===== src/rtl/pwm_seq_pkg.sv =====
// rtl/pwm_seq_pkg.sv - shared offsets, CTRL bit indices and sequencer state type
package pwm_seq_pkg;

  localparam logic [3:0] REG_CTRL       = 4'h0;
  localparam logic [3:0] REG_START_DUTY = 4'h4;
  localparam logic [3:0] REG_END_DUTY   = 4'h8;
  localparam logic [3:0] REG_CFG        = 4'hC;

  localparam int CTRL_START    = 0;
  localparam int CTRL_STOP     = 1;
  localparam int CTRL_LOOP     = 2;
  localparam int CTRL_DONE_CLR = 3;
  localparam int CTRL_IRQ_EN   = 4;

  // Register offsets of the PWM block on the master port
  localparam logic [3:0] PWM_REG_CTRL   = 4'h0;
  localparam logic [3:0] PWM_REG_PERIOD = 4'h4;
  localparam logic [3:0] PWM_REG_DUTY   = 4'h8;
  localparam logic [3:0] PWM_REG_STATUS = 4'hC;

  typedef enum logic [1:0] {
    IDLE  = 2'd0,
    WRITE = 2'd1,
    WAIT  = 2'd2
  } seq_state_t;

  function automatic logic [15:0] min_one16(input logic [15:0] v);
    return (v == 16'd0) ? 16'd1 : v;
  endfunction

endpackage


===== src/rtl/pwm_seq_bus_mux.sv =====
// rtl/pwm_seq_bus_mux.sv - CPU/sequencer master arbitration and read-data mux
module pwm_seq_bus_mux (
  input  logic        cpu_sel,
  input  logic        cpu_pwm_sel,
  input  logic        cpu_we,
  input  logic [3:0]  cpu_addr,
  input  logic [31:0] cpu_wdata,
  input  logic [31:0] reg_rdata,
  input  logic [31:0] pwm_rdata,
  input  logic        seq_req,
  input  logic [3:0]  seq_addr,
  input  logic [31:0] seq_wdata,
  output logic [31:0] rdata,
  output logic        pwm_sel,
  output logic        pwm_we,
  output logic [3:0]  pwm_addr,
  output logic [31:0] pwm_wdata
);

  // The CPU always owns the master port when it addresses the PWM window
  always_comb begin
    pwm_sel   = 1'b0;
    pwm_we    = 1'b0;
    pwm_addr  = 4'h0;
    pwm_wdata = 32'h0;
    if (cpu_pwm_sel) begin
      pwm_sel   = 1'b1;
      pwm_we    = cpu_we;
      pwm_addr  = cpu_addr;
      pwm_wdata = cpu_wdata;
    end else if (seq_req) begin
      pwm_sel   = 1'b1;
      pwm_we    = 1'b1;
      pwm_addr  = seq_addr;
      pwm_wdata = seq_wdata;
    end
  end

  // Own window wins the read path on an illegal double select
  always_comb begin
    rdata = 32'h0;
    if (cpu_sel) begin
      rdata = reg_rdata;
    end else if (cpu_pwm_sel) begin
      rdata = pwm_rdata;
    end
  end

endmodule


===== src/rtl/pwm_seq_ctrl.sv =====
// rtl/pwm_seq_ctrl.sv - PWM duty ramp sequencer with CPU pass-through arbitration
module pwm_seq_ctrl
  import pwm_seq_pkg::*;
#(
  parameter logic [3:0] PWM_DUTY_ADDR = PWM_REG_DUTY,
  parameter int         IVL_W         = 16
) (
  input  logic        clk,
  input  logic        reset,
  input  logic        i_sel,
  input  logic        i_pwm_sel,
  input  logic        i_we,
  input  logic [3:0]  i_addr,
  input  logic [31:0] i_wdata,
  output logic [31:0] o_rdata,
  output logic        o_pwm_sel,
  output logic        o_pwm_we,
  output logic [3:0]  o_pwm_addr,
  output logic [31:0] o_pwm_wdata,
  input  logic [31:0] i_pwm_rdata,
  output logic        o_busy,
  output logic        o_irq
);

  seq_state_t        state, state_nxt;
  logic [31:0]       start_duty, end_duty, cfg;
  logic              loop_en, irq_en;
  logic [31:0]       cur, lo, hi;
  logic              dir, done;
  logic [IVL_W-1:0]  cnt;
  logic              busy_q, irq_q;

  logic              wr_en, ctrl_wr, start_p, stop_p, clr_p;
  logic              fire, done_set, load_wait, do_step, do_swap;
  logic              done_nxt, irq_en_nxt;
  logic [31:0]       step_eff, diff, step_val;
  logic [IVL_W-1:0]  ivl_field, ivl_eff;
  logic [31:0]       status, reg_rdata;

  assign wr_en   = i_sel && i_we;
  assign ctrl_wr = wr_en && (i_addr == REG_CTRL);
  assign stop_p  = ctrl_wr && i_wdata[CTRL_STOP];
  assign start_p = ctrl_wr && i_wdata[CTRL_START] && !i_wdata[CTRL_STOP];
  assign clr_p   = ctrl_wr && i_wdata[CTRL_DONE_CLR];

  assign step_eff  = {16'h0, min_one16(cfg[15:0])};
  assign ivl_field = cfg[16 +: IVL_W];
  assign ivl_eff   = (ivl_field == '0) ? IVL_W'(1) : ivl_field;

  // Clamp to the target so the last step never overshoots or wraps
  assign diff     = dir ? (hi - cur) : (cur - hi);
  assign step_val = (diff <= step_eff) ? hi : (dir ? (cur + step_eff) : (cur - step_eff));

  always_ff @(posedge clk or posedge reset) begin
    if (reset) begin
      state <= IDLE;
    end else begin
      state <= state_nxt;
    end
  end

  always_comb begin
    state_nxt = state;
    fire      = 1'b0;
    done_set  = 1'b0;
    load_wait = 1'b0;
    do_step   = 1'b0;
    do_swap   = 1'b0;
    if (stop_p) begin
      state_nxt = IDLE;
    end else if (start_p) begin
      state_nxt = WRITE;
    end else begin
      case (state)
        WRITE: begin
          if (!i_pwm_sel) begin
            fire = 1'b1;
            if (cur == hi && !loop_en) begin
              done_set  = 1'b1;
              state_nxt = IDLE;
            end else begin
              do_swap   = (cur == hi);
              load_wait = 1'b1;
              state_nxt = WAIT;
            end
          end
        end
        WAIT: begin
          if (cnt == IVL_W'(1)) begin
            do_step   = 1'b1;
            state_nxt = WRITE;
          end
        end
        IDLE:    state_nxt = IDLE;
        default: state_nxt = IDLE;
      endcase
    end
  end

  // A completing write beats a simultaneous DONE_CLR
  assign done_nxt   = start_p ? 1'b0 : (done_set ? 1'b1 : (clr_p ? 1'b0 : done));
  assign irq_en_nxt = ctrl_wr ? i_wdata[CTRL_IRQ_EN] : irq_en;

  always_ff @(posedge clk or posedge reset) begin
    if (reset) begin
      start_duty <= 32'h0;
      end_duty   <= 32'h0;
      cfg        <= 32'h0;
      loop_en    <= 1'b0;
      irq_en     <= 1'b0;
      cur        <= 32'h0;
      lo         <= 32'h0;
      hi         <= 32'h0;
      dir        <= 1'b0;
      cnt        <= '0;
      done       <= 1'b0;
      busy_q     <= 1'b0;
      irq_q      <= 1'b0;
    end else begin
      if (wr_en) begin
        case (i_addr)
          REG_CTRL:       loop_en    <= i_wdata[CTRL_LOOP];
          REG_START_DUTY: start_duty <= i_wdata;
          REG_END_DUTY:   end_duty   <= i_wdata;
          REG_CFG:        cfg        <= i_wdata;
          default:        ;
        endcase
      end
      irq_en <= irq_en_nxt;
      if (start_p) begin
        cur <= start_duty;
        lo  <= start_duty;
        hi  <= end_duty;
        dir <= (end_duty >= start_duty);
      end else begin
        if (do_swap) begin
          lo  <= hi;
          hi  <= lo;
          dir <= !dir;
        end
        if (load_wait) begin
          cnt <= ivl_eff;
        end else if (state == WAIT) begin
          cnt <= cnt - IVL_W'(1);
        end
        if (do_step) begin
          cur <= step_val;
        end
      end
      done   <= done_nxt;
      busy_q <= (state_nxt != IDLE);
      irq_q  <= done_nxt && irq_en_nxt;
    end
  end

  always_comb begin
    status            = 32'h0;
    status[0]         = busy_q;
    status[1]         = done;
    status[2]         = loop_en;
    status[3]         = dir;
    status[4]         = irq_en;
    status[31:16]     = cur[15:0];
  end

  always_comb begin
    reg_rdata = 32'h0;
    case (i_addr)
      REG_CTRL:       reg_rdata = status;
      REG_START_DUTY: reg_rdata = start_duty;
      REG_END_DUTY:   reg_rdata = end_duty;
      REG_CFG:        reg_rdata = cfg;
      default:        reg_rdata = 32'h0;
    endcase
  end

  pwm_seq_bus_mux u_bus_mux (
    .cpu_sel     (i_sel),
    .cpu_pwm_sel (i_pwm_sel),
    .cpu_we      (i_we),
    .cpu_addr    (i_addr),
    .cpu_wdata   (i_wdata),
    .reg_rdata   (reg_rdata),
    .pwm_rdata   (i_pwm_rdata),
    .seq_req     (fire),
    .seq_addr    (PWM_DUTY_ADDR),
    .seq_wdata   (cur),
    .rdata       (o_rdata),
    .pwm_sel     (o_pwm_sel),
    .pwm_we      (o_pwm_we),
    .pwm_addr    (o_pwm_addr),
    .pwm_wdata   (o_pwm_wdata)
  );

  assign o_busy = busy_q;
  assign o_irq  = irq_q;

endmodule

===== config.mk =====
export PLATFORM = sky130hd
export DESIGN_NAME = pwm_seq_ctrl
export DESIGN_NICKNAME = d
export VERILOG_FILES = /design/src/rtl/pwm_seq_pkg.sv /design/src/rtl/pwm_seq_bus_mux.sv /design/src/rtl/pwm_seq_ctrl.sv
export SDC_FILE = /design/constraint.sdc
export NUM_CORES = 1
export LEC_CHECK = 0
export BUFFER_PORTS_ARGS = -buffer_cell sky130_fd_sc_hd__buf_2
export CAP_MARGIN = 20
export CORE_MARGIN = 3
export CORE_UTILIZATION = 55
export DETAILED_ROUTE_END_ITERATION = 6
export GPL_TIMING_DRIVEN = 0
export PLACE_DENSITY = 0.74
export RECOVER_POWER = 100
export SYNTH_ARGS = -nofsm -noshare
export SYNTH_HDL_FRONTEND = slang
export SYNTH_SLANG_ARGS = --single-unit

===== constraint.sdc =====
create_clock -name clk -period 8.3 [get_ports clk]
set_clock_uncertainty 0.1 [all_clocks]
set_input_delay 0.83 -clock clk [delete_from_list [all_inputs] [get_ports clk]]
set_output_delay 0.83 -clock clk [all_outputs]
set_load 0.02 [all_outputs]

==> Word-level counts from Yosys, hierarchy flattened <==
Index checks and enable logic that the tools add are counted.
{ "totals": {"out_inout_bits": 72, "in_bits": 73, "ff_bits": 216, "word_cells": 110} }
{ "classes": {"n_reduce_logical": 23, "mux": 58, "n_eq_ne": 7, "order_cmp": 2, "addsub": 5, "bitwise": 1} }
{ "op_table": {"columns": ["operator", "n"], "rows": [
  ["$mux 32", 13],
  ["$pmux 32 s4", 1],
  ["$mux 16", 4],
  ["$sub 32x32->32", 2],
  ["$add 32x16->32", 1],
  ["$eq 32x32->1", 1],
  ["$ge 32x32->1", 1],
  ["$le 32x16->1", 1],
  ["$logic_not 16->1", 2],
  ["$mux 1", 32],
  ["$sub 32x16->32", 1],
  ["$eq 16x1->1 const B", 1],
  ["$sub 16x1->16 const B", 1],
  ["$mux 2", 5],
  ["$reduce_and 2->1", 5],
  ["$eq 4x4->1 const B", 2],
  ["$logic_and 1x1->1", 8],
  ["$mux 4", 2],
  ["$reduce_bool 2->1", 4],
  ["$eq 4x3->1 const B", 1],
  ["$logic_not 4->1", 1],
  ["$pmux 2 s2", 1],
  ["$logic_not 1->1", 3],
  ["$eq 2x1->1 const B", 1],
  ["other kinds (2)", 2]
]} }

==> Depth between registers and ports, before layout <==
{ "depth": {"ltp_word": 10, "mapped_depth": 24, "depth_no_buf": 23} }

==> Modules after synthesis <==
Synthesis repeated with hierarchy kept, for this count alone.
{ "unflattened": {"hier_cells": 2084, "area_unflattened_um2": 17583.1} }
{ "modules_own_cells": {"columns": ["module", "n_inst", "cells_each", "area_per_inst_um2", "seq_area_each_um2"], "rows": [
  ["pwm_seq_ctrl", 1, 1990, 16804.9, 5405.2],
  ["pwm_seq_bus_mux", 1, 94, 778.2, 0.0]
]} }

==> Worst setup path after synthesis <==
OpenSTA, ideal clock, no wires.
{ "synth_path": {"path_type": "register -> register", "start": "reg cur[1]", "end": "reg cur[10]", "period_less_slack_ps": 4738, "setup_time_ps": 138, "arrival_ps": 4500, "n_path_buf": 2, "required_time_ps": 8062, "slack_ps": 3562, "path_stages_with_launch": 23, "path_cell_list": "dfrtp_1 > inv_1 > ha_1 > nand2b_1 > a21oi_2 > nor4_1 > or4_1 > nand2_1 > xor2_1 > ha_1 > a21o_1 > a21o_1 > a21oi_1 > o21ai_0 > a221o_1 > nor4_2 > nand4b_1 > nor4_1 > or4b_1 > buf_2 > buf_6 > mux2i_1 > a21oi_1"} }
{ "synth_between": {"elab_chain_cells": 6, "word_cells_on_any_way": 10, "classes_between": "add/sub: 4; order compare: 1; mux: 5"} }
{ "synth_rtl": {"columns": ["item", "line_no", "text"], "rows": [
  ["start: declaration", "pwm_seq_ctrl.sv:28", "logic [31:0] cur, lo, hi;"],
  ["start signal: assignment", "pwm_seq_ctrl.sv:131", "cur <= start_duty;"],
  ["start signal: assignment", "pwm_seq_ctrl.sv:147", "cur <= step_val;"],
  ["$sub 32x32->32", "pwm_seq_ctrl.sv:51", "assign diff = dir ? (hi - cur) : (cur - hi);"],
  ["$mux 32", "pwm_seq_ctrl.sv:51", null],
  ["$le 32x16->1", "pwm_seq_ctrl.sv:52", "assign step_val = (diff <= step_eff) ? hi : (dir ? (cur + step_eff) : (cur - step_eff));"],
  ["$mux 32 (*)", "pwm_seq_ctrl.sv:52", null],
  ["$mux 32 (*)", "pwm_seq_ctrl.sv:146", "if (do_step) begin"],
  ["$mux 32 (*)", "pwm_seq_ctrl.sv:130", "if (start_p) begin"]
]} }
Mark *: on every way between the ends. The rest lies on a longest branch, timed or not. The select of a mux whose other input is x is not followed.
A chain may end at the register's enable or synchronous reset.

==> Worst setup path in the final report <==
{ "layout_path": {"start": "reg dir", "end": "reg cur[2]"} }
{ "layout_between": {"elab_chain_cells": 5, "word_cells_on_any_way": 6, "classes_between": "order compare: 1; mux: 5"} }
{ "layout_rtl": {"columns": ["item", "line_no", "text"], "rows": [
  ["start: declaration", "pwm_seq_ctrl.sv:29", "logic dir, done;"],
  ["start signal: assignment", "pwm_seq_ctrl.sv:134", "dir <= (end_duty >= start_duty);"],
  ["start signal: assignment", "pwm_seq_ctrl.sv:139", "dir <= !dir;"],
  ["$mux 32", "pwm_seq_ctrl.sv:51", null],
  ["$le 32x16->1", "pwm_seq_ctrl.sv:52", null],
  ["$mux 32 (*)", "pwm_seq_ctrl.sv:52", null],
  ["$mux 32 (*)", "pwm_seq_ctrl.sv:146", null],
  ["$mux 32 (*)", "pwm_seq_ctrl.sv:130", null]
]} }
Marks and branches as above.

==> summary.txt <==
Global routing
  • Vias in the first global route: 16,800
  • First-pass GRT wire length: 96,590 um
  • Initial antenna violation count: 1
  • Largest net degree at the start of global routing: 125
  • GRT Residual Overflow: 0
  • GRT Overall Usage: 36.97%

Clock tree
  • Hold bufs inserted after CTS: 0
  • TritonCTS clock tree: yes
  • Worst skew pair latency: 0.51 ns
  • CTS buffer count: 21
  • Post-CTS Setup Bufs: 0
  • Maximum clock path buffer count: 3
  • Reg clk slew, reported paths: about 0.060 ns
  • Post-CTS resize count: 0
  • H-Tree Depth: 1
  • Num Clock Sinks: 216
  • CTS root buf: clkbuf_16

Pwr
  • Sw Share: 44.66%
  • Combinational share of power: 49.2%
  • Clk pwr share: around 18%
  • VDD IR-drop max: 171.4 uV
  • P_int: 2.744 mW
  • LEAKAGE: 8.558 nW
  • Flop pwr share: 32.4%
  • Switching pwr: 2.214 mW
  • Cell area power density: 260.4 mW/mm^2
  • Pwr Total: 4.959 mW

Yosys
  • Synth warn: 0
  • Post-synthesis cell count: 2,075
  • Synth async-reset ratio: 100.0%
  • Post-synth cell types: 77
  • Synthesized Nets: between 2,000 and 2,500
  • Post-synth EDFFs: 0
  • Yosys reg bits: 216
  • Synth Flop Type: dfrtp_1
  • Mean post-synth cell area: between 8 and 9 um^2
  • Register area share after synthesis: 31.25%
  • Cell area after synthesis: 0.01730 mm^2

Route
  • 1st-iter DRT viols: roughly 1,800
  • Routed Antenna Nets: 0
  • WL final: approximately 63,000 um
  • Via count: 17,340
  • Drt drc: 0
  • DRT Pass-1 Iters: 6
  • WL/cell: 23.97 um
  • Vias per Instance: roughly 6.5

Worst setup path
  • WP data required: approximately 8.6 ns
  • CP Capture Type: register
  • R2r setup slk: 0.78 ns
  • Setup crit start kind: register
  • WS Path Type: reg2reg
  • Worst Setup SP: dir
  • Crit Reg-Reg Startpoint: dir
  • Crit path to: cur[2]
  • Register-to-Register Path Depth: 20
  • CP Data Arrival Time: 7.79 ns
  • Critical path fanouts, max: 10
  • RR Endpoint: cur[2]

Floorplan
  • Starting Density: 56.11%
  • Die span in y: 183.4 um
  • Io pins: 145
  • Die area: between 0.03 and 0.04 mm^2
  • Die width: 183.4 um
  • CORE AREA: 0.03083 mm^2
  • # rows: 64

Placed design
  • Post-DP HPWL: 50,580 um
  • Placed insts: 2,614
  • PortBufs: 142
  • Routability-driven placement congestion ratio: 0.9736

Timing
  • Max-slew headroom: -262.1%
  • Fin. max-slew vios: 219
  • Worst hold margin: 0.3965 ns
  • Fin crit share: 90.64%
  • RSZ-0062 raised after global routing: no
  • Post-route minimum period: 7.523 ns
  • Final setup fails: 0
  • FMAX: 0.1329 GHz
  • Worst-Margin Slew: 5.402 ns
  • Final hold violations: 0

Layout
  • Non-filler cells, final: 2,648
  • N_diodes: 0
  • Synth-to-layout area growth: 10.08%
  • Number of nets in the layout: 2,464
  • Layout cells sized above 1: 9.458%

Run status
  • Violated checks: capacitance limit, slew limit
  • Status: finished, violations left

Flow run
  • Maxcap violations: 2

Min path
  • Hold WC Path Type: reg2reg
==> metrics by stage <==
stage / util, % / area, um^2 / TNS, ns / setup slack (ns)
floorplan: - / 17300 / 0 / 1.462
finish: 61.77 / 19040 / 0 / 0.7766
global placement: 60.02 / 18510 / -176.23 / -0.8396
detailed placement: 60.14 / 18540 / 0 / 1.445
CTS: 62.18 / 19170 / 0 / 1.385
global route: 61.77 / 19040 / 0 / 0.5957
==> layout make-up <==
| type | count | area (um^2) |
|---|---|---|
| Fill cell | 2784 | 11790 |
| Multi-Input combinational cell | 1594 | 10800 |
| Sequential cell | 216 | 5405 |
| Timing Repair Buffer | 143 | 628.1 |
| Clock buffer | 32 | 616.8 |
| Buffer | 127 | 561.8 |
| Inverter | 138 | 519.2 |
| Tap cell | 396 | 495.5 |
| Clock inverter | 2 | 13.76 |
==> routing by layer <==
layer	track usage [%]	vias to the layer above	routed length (um)
met4	15.63	0	3148
met2	60.01	933	28690
li1	-	7828	-
met5	0	-	0
met1	49.21	8392	25460
met3	6.267	187	6188
==> state kept, by name, indices dropped and copies added, names as in the netlist <==
name,flops
cnt,16
o_busy,1
state,2
done,1
hi,32
cur,32
o_irq,1
cfg,32
irq_en,1
end_duty,32
loop_en,1
dir,1
start_duty,32
lo,32
==> how the worst min path moves through the flow <==
stage | slack [ns] | startpoint | cells after the start | end
after detailed placement | 0.38 | lo[30] | 2 | lo[30]
after CTS | 0.40 | lo[22] | 2 | lo[22]
after global routing | 0.42 | lo[20] | 2 | lo[20]
after floorplan | 0.36 | lo[0] | 2 | lo[0]
after global placement | 0.37 | lo[11] | 2 | lo[11]
final | 0.40 | lo[29] | 2 | lo[29]
==> cell usage in the layout, fill, tap and decap left out, types with 8 or more instances in the layout <==
cell type and n:
mux2i_1 69, nor2_1 95, clkbuf_16 21, mux2_2 53, xor2_1 19, o22ai_1 34
o21a_1 15, o21ai_1 20, or2_2 9, a22oi_1 37, a21oi_1 168, a211oi_1 25
o211ai_1 14, a31oi_1 25, buf_4 8, nor3_1 28, dfrtp_1 216, nand2b_1 14
a21o_1 24, and3_1 10, or3_1 8, ha_1 147, nand2_1 258, inv_1 136
nand4_1 25, o21ai_0 193, buf_2 85, clkbuf_1 174, o31ai_1 8, nand3_1 28
nor2b_1 17, a22o_1 65, a221oi_1 21, a21oi_2 9, nor4_1 17, xnor2_1 53
==> synth_stat cells (all sizes together), types with 3 or more instances <==
cell / instances / area, um^2
and4: 3 / 26.28
o21bai: 4 / 30.03
inv: 138 / 518.0
a22oi: 37 / 277.8
o31ai: 8 / 60.06
o21a: 15 / 112.6
mux2i: 69 / 690.7
nor2b: 17 / 106.4
a221oi: 21 / 183.9
a31oi: 25 / 156.4
and2: 9 / 56.30
or3: 8 / 50.05
nor3: 28 / 140.1
or4: 4 / 30.03
a211oi: 26 / 200.2
or2: 9 / 56.30
xnor2: 53 / 464.2
nand3: 28 / 140.1
and3: 10 / 62.56
nand4b: 3 / 26.28
clkbuf: 91 / 342.8
nand3b: 5 / 37.54
buf: 36 / 225.2
a21oi: 177 / 919.6
mux2: 56 / 634.4
nor4: 20 / 150.1
nand2: 261 / 987.2
a41oi: 3 / 26.28
o21ai: 213 / 1066
o311ai: 3 / 26.28
a22o: 65 / 569.3
nand4: 25 / 156.4
nor2: 96 / 362.8
xor2: 19 / 166.4
nand2b: 14 / 87.58
dfrtp: 216 / 5405
a21o: 24 / 180.2
o211ai: 14 / 105.1
o22ai: 34 / 212.7
ha: 147 / 1839
a21boi: 4 / 30.03
a221o: 4 / 40.04
fa: 3 / 60.06
o2111ai: 4 / 35.03
==> power groups by stage <==
stage	registers (mW)	clock network [mW]	logic [mW]
after floorplan	1.41	0	1.82
after global placement	1.58	0	2.33
after detailed placement	1.59	0	2.38
after CTS	1.58	0.909	2.40
after global routing	1.61	0.952	2.70
final	1.60	0.914	2.44
==> cells by family (layout without fill, tap and decap cells) <==
group	Yosys count	after routing	share of synthesized area (%)
AO/OA/AOI/OAI	702	702	25.62
AND/OR/NAND/NOR	545	545	14.57
buffers and inverters	265	442	6.278
flip-flops	216	216	31.25
adder cells (fa/ha/maj)	150	150	10.98
multiplexers	125	125	7.659
XOR/XNOR	72	72	3.645
==> critical path: stages, from the launching register on <==
cell	delay [ns]
dfrtp_1	0.55
clkbuf_1	0.56
buf_4	0.34
clkbuf_1	0.86
clkbuf_1	0.66
clkbuf_1	0.65
mux2i_1	0.27
ha_1	0.26
nor2b_1	0.13
o21a_1	0.15
o21ai_0	0.15
a21oi_1	0.09
o311a_1	0.41
nor4_1	0.31
nand4b_1	0.13
nor4_1	0.32
or4b_1	0.53
clkbuf_1	0.31
buf_6	0.27
mux2i_1	0.19
o21ai_0	0.10
(Power assumes the default switching activity.)
